<file path="config.mk">
export PLATFORM = sky130hd
export DESIGN_NAME = spi_peripheral
export DESIGN_NICKNAME = d
export VERILOG_FILES = /design/src/rtl/spi_peripheral.sv
export SDC_FILE = /design/constraint.sdc
export NUM_CORES = 1
export LEC_CHECK = 0
export CORE_ASPECT_RATIO = 0.5
export CORE_UTILIZATION = 52
export CTS_CLUSTER_SIZE = 25
export DETAILED_ROUTE_END_ITERATION = 7
export PLACE_DENSITY = 0.88
export SETUP_SLACK_MARGIN = 0.5
export SLEW_MARGIN = 30
export SYNTH_ARGS = -nofsm -noshare
export SYNTH_HDL_FRONTEND = slang
export SYNTH_SLANG_ARGS = --single-unit
</file>
<file path="constraint.sdc">
create_clock -name CLK -period 3.2 [get_ports CLK]
set_input_delay 0.8 -clock CLK [delete_from_list [all_inputs] [get_ports CLK]]
set_output_delay 0.8 -clock CLK [all_outputs]
set_load 0.01 [all_outputs]
</file>
<file path="src/rtl/spi_peripheral.sv">
// SPI target: oversamples CS/SCLK/MOSI in the CLK domain, shifts MSB-first on both lines,
// supports all CPOL/CPHA modes and per-frame widths; RX word is left-justified at bit 63.
`timescale 1ns/1ps
module spi_peripheral #(
  parameter int SYNC_STAGES = 2
) (
  input  logic        CLK,
  input  logic        RESET_N,
  input  logic        CPOL,
  input  logic        CPHA,
  input  logic [7:0]  MOSI_WIDTH,
  input  logic [7:0]  MISO_WIDTH,
  input  logic [63:0] TX_DATA,
  output logic [63:0] RX_DATA,
  output logic [6:0]  RX_BITS,
  output logic        RX_VALID,
  output logic        BUSY,
  input  logic        CS,
  input  logic        SCLK,
  input  logic        MOSI,
  output logic        MISO,
  output logic        MISO_OE
);

  typedef enum logic [1:0] {WAIT_IDLE, IDLE, ACTIVE} state_t;
  state_t state, state_next;

  logic [SYNC_STAGES-1:0] cs_sync, sclk_sync, mosi_sync;
  logic sclk_prev;
  logic cs_s, sclk_s, mosi_s;

  logic        cpol_reg, cpha_reg;
  logic [6:0]  mosi_w_reg, miso_w_reg;
  logic [63:0] tx_shift, rx_shift;
  logic [6:0]  rx_cnt, tx_cnt;
  logic [6:0]  mosi_w_clamp, miso_w_clamp;

  logic lead_edge, trail_edge;
  logic start, finish, rx_sample, tx_step;

  // CS synchronizer resets to "asserted" so a frame in flight at reset release is skipped
  always_ff @(posedge CLK or negedge RESET_N) begin
    if (!RESET_N) begin
      cs_sync   <= '0;
      sclk_sync <= '0;
      mosi_sync <= '0;
      sclk_prev <= 1'b0;
    end else begin
      cs_sync   <= {cs_sync[SYNC_STAGES-2:0], CS};
      sclk_sync <= {sclk_sync[SYNC_STAGES-2:0], SCLK};
      mosi_sync <= {mosi_sync[SYNC_STAGES-2:0], MOSI};
      sclk_prev <= sclk_sync[SYNC_STAGES-1];
    end
  end

  assign cs_s   = cs_sync[SYNC_STAGES-1];
  assign sclk_s = sclk_sync[SYNC_STAGES-1];
  assign mosi_s = mosi_sync[SYNC_STAGES-1];

  assign lead_edge  = (sclk_s != sclk_prev) && (sclk_s != cpol_reg);
  assign trail_edge = (sclk_s != sclk_prev) && (sclk_s == cpol_reg);

  assign mosi_w_clamp = (MOSI_WIDTH > 8'd64) ? 7'd64 : MOSI_WIDTH[6:0];
  assign miso_w_clamp = (MISO_WIDTH > 8'd64) ? 7'd64 : MISO_WIDTH[6:0];

  always_ff @(posedge CLK or negedge RESET_N) begin
    if (!RESET_N) state <= WAIT_IDLE;
    else          state <= state_next;
  end

  always_comb begin
    state_next = state;
    case (state)
      WAIT_IDLE: if (cs_s)  state_next = IDLE;
      IDLE:      if (!cs_s) state_next = ACTIVE;
      ACTIVE:    if (cs_s)  state_next = IDLE;
      default:   state_next = WAIT_IDLE;
    endcase
  end

  // CS rising wins over a coincident SCLK edge
  always_comb begin
    start     = (state == IDLE) && !cs_s;
    finish    = (state == ACTIVE) && cs_s;
    rx_sample = (state == ACTIVE) && !cs_s && (cpha_reg ? trail_edge : lead_edge)
                && (rx_cnt < mosi_w_reg);
    tx_step   = (state == ACTIVE) && !cs_s && (cpha_reg ? lead_edge : trail_edge);
  end

  always_ff @(posedge CLK or negedge RESET_N) begin
    if (!RESET_N) begin
      cpol_reg   <= 1'b0;
      cpha_reg   <= 1'b0;
      mosi_w_reg <= '0;
      miso_w_reg <= '0;
      tx_shift   <= '0;
      rx_shift   <= '0;
      rx_cnt     <= '0;
      tx_cnt     <= '0;
      RX_DATA    <= '0;
      RX_BITS    <= '0;
      RX_VALID   <= 1'b0;
      BUSY       <= 1'b0;
      MISO       <= 1'b0;
      MISO_OE    <= 1'b0;
    end else begin
      RX_VALID <= 1'b0;
      if (start) begin
        cpol_reg   <= CPOL;
        cpha_reg   <= CPHA;
        mosi_w_reg <= mosi_w_clamp;
        miso_w_reg <= miso_w_clamp;
        tx_shift   <= TX_DATA;
        rx_shift   <= '0;
        rx_cnt     <= '0;
        tx_cnt     <= '0;
        BUSY       <= 1'b1;
        MISO_OE    <= 1'b1;
        MISO       <= (!CPHA && (miso_w_clamp != 7'd0)) ? TX_DATA[63] : 1'b0;
      end else if (finish) begin
        RX_DATA  <= rx_shift << (7'd64 - rx_cnt);
        RX_BITS  <= rx_cnt;
        RX_VALID <= 1'b1;
        BUSY     <= 1'b0;
        MISO_OE  <= 1'b0;
        MISO     <= 1'b0;
      end else begin
        if (rx_sample) begin
          rx_shift <= {rx_shift[62:0], mosi_s};
          rx_cnt   <= rx_cnt + 7'd1;
        end
        if (tx_step) begin
          if (tx_cnt < miso_w_reg) begin
            tx_shift <= tx_shift << 1;
            tx_cnt   <= tx_cnt + 7'd1;
            if (cpha_reg) MISO <= tx_shift[63];
            else          MISO <= ((tx_cnt + 7'd1) < miso_w_reg) ? tx_shift[62] : 1'b0;
          end else begin
            MISO <= 1'b0;
          end
        end
      end
    end
  end

endmodule
</file>
Word-level counts from Yosys, hierarchy flattened

Cells that the tools add are included.

Flip-flop bits (word level): 241
Input port bits: 87
Output and inout port bits: 75
Word-level logic and storage cells: 91

Add/sub/neg operators: 3
$lt $le $gt $ge: 5
Equality and inequality tests: 8
Shifts and indexed selects: 1
Multiplexer cells: 32
Bitwise logic cells: 1
Reductions and logical operators: 23

Operator list:

| cell                                                                             | number |
|---|---|
| 64-bit 2-to-1 mux                                                                | 7 |
| 64-bit by 7-bit << shifter with 64-bit output                                    | 1 |
| 7-bit 2-to-1 mux                                                                 | 9 |
| 7-bit < comparator                                                               | 3 |
| 8-bit by 7-bit greater-than comparator with 1-bit output (second input constant) | 2 |
| 7-bit by 1-bit adder with 7-bit output (second input constant)                   | 2 |
| 1-bit 2-to-1 mux                                                                 | 13 |
| 1-bit logical AND                                                                | 9 |
| 2-bit nonzero test                                                               | 4 |
| 7-bit nonzero test                                                               | 1 |
| 7-bit subtractor (first input constant)                                          | 1 |
| 2-bit AND reduction                                                              | 3 |
| 2-bit 2-to-1 mux                                                                 | 2 |
| 2-bit inequality test (second input constant)                                    | 2 |
| 2-bit case mux with 2 select lines                                               | 1 |
| 3-bit AND reduction                                                              | 1 |
| 3-bit nonzero test                                                               | 1 |
| 2-bit by 1-bit equality test with 1-bit output (second input constant)           | 1 |
| 2-bit equality test (second input constant)                                      | 1 |
| 1-bit logical NOT                                                                | 2 |
| 2-bit logical NOT                                                                | 1 |
| 1-bit inequality test                                                            | 2 |
| 2-bit by 1-bit inequality test with 1-bit output (second input constant)         | 1 |
| 2-bit OR reduction                                                               | 1 |
| 2 further kinds                                                                  | 2 |

Depth between registers and ports, before layout

Word-level depth: 8
Gate-level depth with buffers: 15
Gate-level depth less buffers: 8

Least setup slack after synthesis

OpenSTA, ideal clock, no wires.

Path kind: reg-to-reg
Start: register rx_cnt[0]
End: register RX_DATA[57]
Library setup time: 0.136 ns
Arrival time: 2.984 ns
Data required time: 3.064 ns
Path slack: 0.080 ns
Stages on the path, launching flop included: 15
Buffers on the path: 6
Clock period less this slack: 3.120 ns
Cell sequence: dfrtp_1 > buf_6 > buf_6 > buf_6 > buf_4 > inv_1 > ha_1 > buf_2 > clkbuf_1 > mux4_2 > mux2_2 > mux2i_1 > nor2_1 > o21ai_1 > o211ai_1

Cells in the longest elaborated chain, start to end: 2

RTL lines:

| item                                          | RTL line | RTL |
|---|---|---|
| from (decl)                                   | 35       | `logic [6:0] rx_cnt, tx_cnt;` |
| from (signal assigned)                        | 130      | `rx_cnt <= rx_cnt + 7'd1;` |
| 7-bit subtractor                              | 121      | `RX_DATA <= rx_shift << (7'd64 - rx_cnt);` |
| 64-bit by 7-bit << shifter with 64-bit output | 121      |  |
| to (signal assigned)                          | 121      |  |
| to (decl)                                     | 14       | `output logic [63:0] RX_DATA,` |

No other way between the ends.
A chain may end at the register's enable or synchronous reset.

Worst setup path after layout

Start: register rx_cnt[0]
End: register RX_DATA[61]

Same word-level chain as after synthesis.

==> results list <==
* Status: completed
- During placement, the flow inserted port buffers numbering 161.
* Final Max Tran Viols: 0
- The layout has between 1.5k and 2k filler cells.
- Transition at the pin with the smallest max-transition slack: 0.930 ns
- In the final layout, the registers with the most flip-flops are RX_DATA: 64 flops, rx_shift: 64 flops, tx_shift: 64 flops.
* CP Launch Type: register
* Setup slack on the worst flop-to-flop path: around 0.52 ns
- Total cell area at the placement stage: ~0.016 mm2
- Via Count: 12.4k
- Across the VDD grid, the largest voltage drop is 0.000303 V.
- The total area inside the core boundary comes to ~0.027 mm2.
- Worst flop-to-flop path endpoint: RX_DATA[61]
* Timing-limited maximum frequency: approximately 370 MHz
- After layout, the worst setup slack is slightly above 0.5 ns.
- Clock latency on the worst-skew pair, taken at its later pin, is ~0.54 ns.
- Largest stage delay on the critical path: 0.52 ns
- Number of global-route vias before repair: 11.8k
- For this design the static power due to leakage is about 7.7 nW.
- RSZ-0062 raised after global routing: no
* Area of the mapped netlist: 0.0141 mm2
- TritonCTS built the clock tree.
- For this run, the detailed router's first-pass iteration total came to 7.
- Full die area: roughly 0.028 mm2
* Sequential fraction of the synthesis area: 0.427
- Effective utilization at floorplan: 0.532
- In the global route stage, met1 resource usage came out at 0.392.
* DRC violations left: 0
- Dividing the detail-routed via count by the number of cells gives 6.31.
* Power per Cell Area: 469 mW/mm2
* Top Usage Layer GRT: met2
* Syn_area_per_cell: 9.71 um2
* Worst hold slack: 0.232 ns
* Share of layout cells above drive strength 1: 0.151
* Final instance area: around 0.017 mm2
* Class of the worst hold path: input pin to asynchronous set/reset pin
* Detailed router's first-iteration violation count: 1627
- Routability-driven placement finished with a final weighted congestion of 1.03.
* Footprint of the multi-input gates: 0.00759 mm2
* Final Hold Violating Endpoints: 0
- Summed over all layers, the routed wires come to 40600 um.
- In the finished design, the share of the clock period the worst path needs comes to 0.838.
- Crit-path cells: inv_1, ha_4, nor3b_4, buf_6, xor2_4, buf_4, nor2_1, o21ai_0, o21ai_1, o211ai_1
- The worst setup path is captured at a register.
- Total global-route track usage: 0.286
* Final std cells w/o fill: just under 2k
- Subtracting the final worst setup slack from the clock period gives roughly 2.7 ns.
- Count of mapped cells out of synthesis: 1456
* YS warnings: 0
- Wire length of the first global-routing pass: 63800 um
* Level count of the clock H-tree: 1
* Grt total ovfl: 0
- Reg2Reg Launch Point: rx_cnt[0]
- The critical path starts at rx_cnt[0].
- Count of distinct cell types in the synthesized netlist: 65
- Diode count: 0
- The initial antenna violation count came to 0.
* #FFs+latches synth: 241
- Number of placed instances, taps included: 1899
- Data arrival time of the critical path: roughly 3.1 ns
* Overall power of the completed layout: 8.12 mW
- The detail route stage leaves a number of antenna-violating nets equal to 0.
- Length in cells of the worst reg-to-reg path: 10
- The longest clock path from root to sink contains 3 buffers.
- Final core area utilization: 0.652
- CTS sink count: 241
- Number of synthesized flops with an enable pin: 0
- Worst setup path endpoint: RX_DATA[61]
- Critical path class: register to register
- Number of nets in the synthesized netlist: between 1.5k and 2k
- Before CTS, the worst setup slack after placement is 0.286 ns.
- Relative to the synthesized area, the layout overhead comes to 22.6%.
* Post-DP HPWL: between 20000 and 30000 um
- Of all flip-flops after synthesis, the portion carrying an async set or reset was 1.00.
- Setup violators final: 0
- Met3 track utilization from global routing: 0.0712
* Maximum net fanout on the critical path: 23
- Num ports: around 160
* Clock slew seen by the registers of the worst setup and hold paths: 0.07 ns
* Final net count: 1701
- Entering global routing, the biggest net connects 139 pins.
- The cell sitting at the root of the clock tree is a sky130_fd_sc_hd__clkbuf_16.
- Number of buffers added by the clock tree synthesis step: 23
* Std cell rows: 42
- Among all flip-flop cells after synthesis, the most frequent one is sky130_fd_sc_hd__dfrtp_1.
- Final clock skew: roughly 0.023 ns
- For the final routed database, the setup TNS stands at 0 ns.
* Routed length per placed instance: 20.7 um
- # Max-Cap Violations: 0
* Die W: 235 um
- CP max stage cell: sky130_fd_sc_hd__dfrtp_4
- Register cell area after layout: 0.00604 mm2
* Data required time of the critical path: 3.66 ns
- Die height: 119 um
- For this run, global-route usage on met2 was measured as 0.447.
- Slew headroom: 0.380
## layer usage
metal | vias to the layer above | part of all wire
li1 | 5415 | -
met1 | 6019 | 0.40
met2 | 767 | 0.45
met3 | 174 | 0.11
met4 | 0 | 0.041
met5 | - | 0
## worst max-delay path, delay by kind of cell, from the launching register on
kind                     cells  cell delay (ns)
flip-flops                   1             0.52
AO/OA/AOI/OAI                3             0.59
XOR/XNOR                     1             0.21
adder cells (fa/ha/maj)      1             0.23
buffers and inverters        3             0.67
AND/OR/NAND/NOR              2             0.35
## cells in the mapped netlist (all sizes together) (19+ instances only)
master,number,share of area
nand2,301,0.080
dfrtp,241,0.43
nor2,178,0.047
mux2i,81,0.058
mux2,67,0.055
mux4,66,0.11
a31oi,65,0.029
clkbuf,61,0.016
o21ai,61,0.022
inv,51,0.014
buf,47,0.020
a21oi,35,0.013
ha,21,0.019
nand3,19,0.0067
## placed cells by master, fill, tap and decap left out, types with 33 or more instances in the layout
| master | netlist | layout |
|---|---|---|
| sky130_fd_sc_hd__inv_1 | 51 | 51 |
| sky130_fd_sc_hd__mux2i_1 | 80 | 71 |
| sky130_fd_sc_hd__a31oi_1 | 65 | 65 |
| sky130_fd_sc_hd__dfrtp_1 | 241 | 239 |
| sky130_fd_sc_hd__nor2_1 | 178 | 177 |
| sky130_fd_sc_hd__mux2_2 | 33 | 33 |
| sky130_fd_sc_hd__nand2_1 | 301 | 300 |
| sky130_fd_sc_hd__buf_4 | 9 | 40 |
| sky130_fd_sc_hd__mux4_2 | 66 | 66 |
| sky130_fd_sc_hd__clkdlybuf4s50_1 | 0 | 160 |
## kinds of logic (layout without fill, tap and decap cells)
kind of cell,Yosys count,after routing,synth area share
compound gates,259,259,0.120
xor+xnor,13,14,0.0107
fa+ha+maj,21,21,0.0186
buf+inv,160,312,0.0496
flops,241,241,0.427
mux,214,214,0.218
simple gates,548,548,0.157
## report_power, final
part           internal, mW  switching [mW]  total, mW
clock network          1.71            1.26       2.96
registers              3.31           0.162       3.48
logic                 0.742           0.940       1.68
## timing repair
item	in CTS	in global routing
buffers inserted	1	17
gates resized for setup	4	19
pin swaps	1	4
hold buffers	0	0
cloned	0	3
setup endpoints to repair	38	71
## worst min-delay path by stage
stage                from             to  slack (ns)  cells after the start
2_1_floorplan  cs_sync[0]     cs_sync[1]        0.33                      0
3_3_place_gp   cs_sync[0]     cs_sync[1]        0.33                      0
3_5_place_dp   cs_sync[0]     cs_sync[1]        0.33                      0
4_1_cts           RESET_N  miso_w_reg[1]        0.24                      1
5_1_grt           RESET_N  miso_w_reg[1]        0.26                      1
6_report          RESET_N  miso_w_reg[1]        0.23                      1
## cell type report
cell class              instances  area share
inverters                      52      0.0113
multi-input cells            1056       0.438
clock buffers                  30      0.0382
clock inverters                11     0.00809
repair buffers                219       0.131
well taps                     352      0.0254
flip-flops and latches        241       0.348
(Power assumes the default switching activity.)
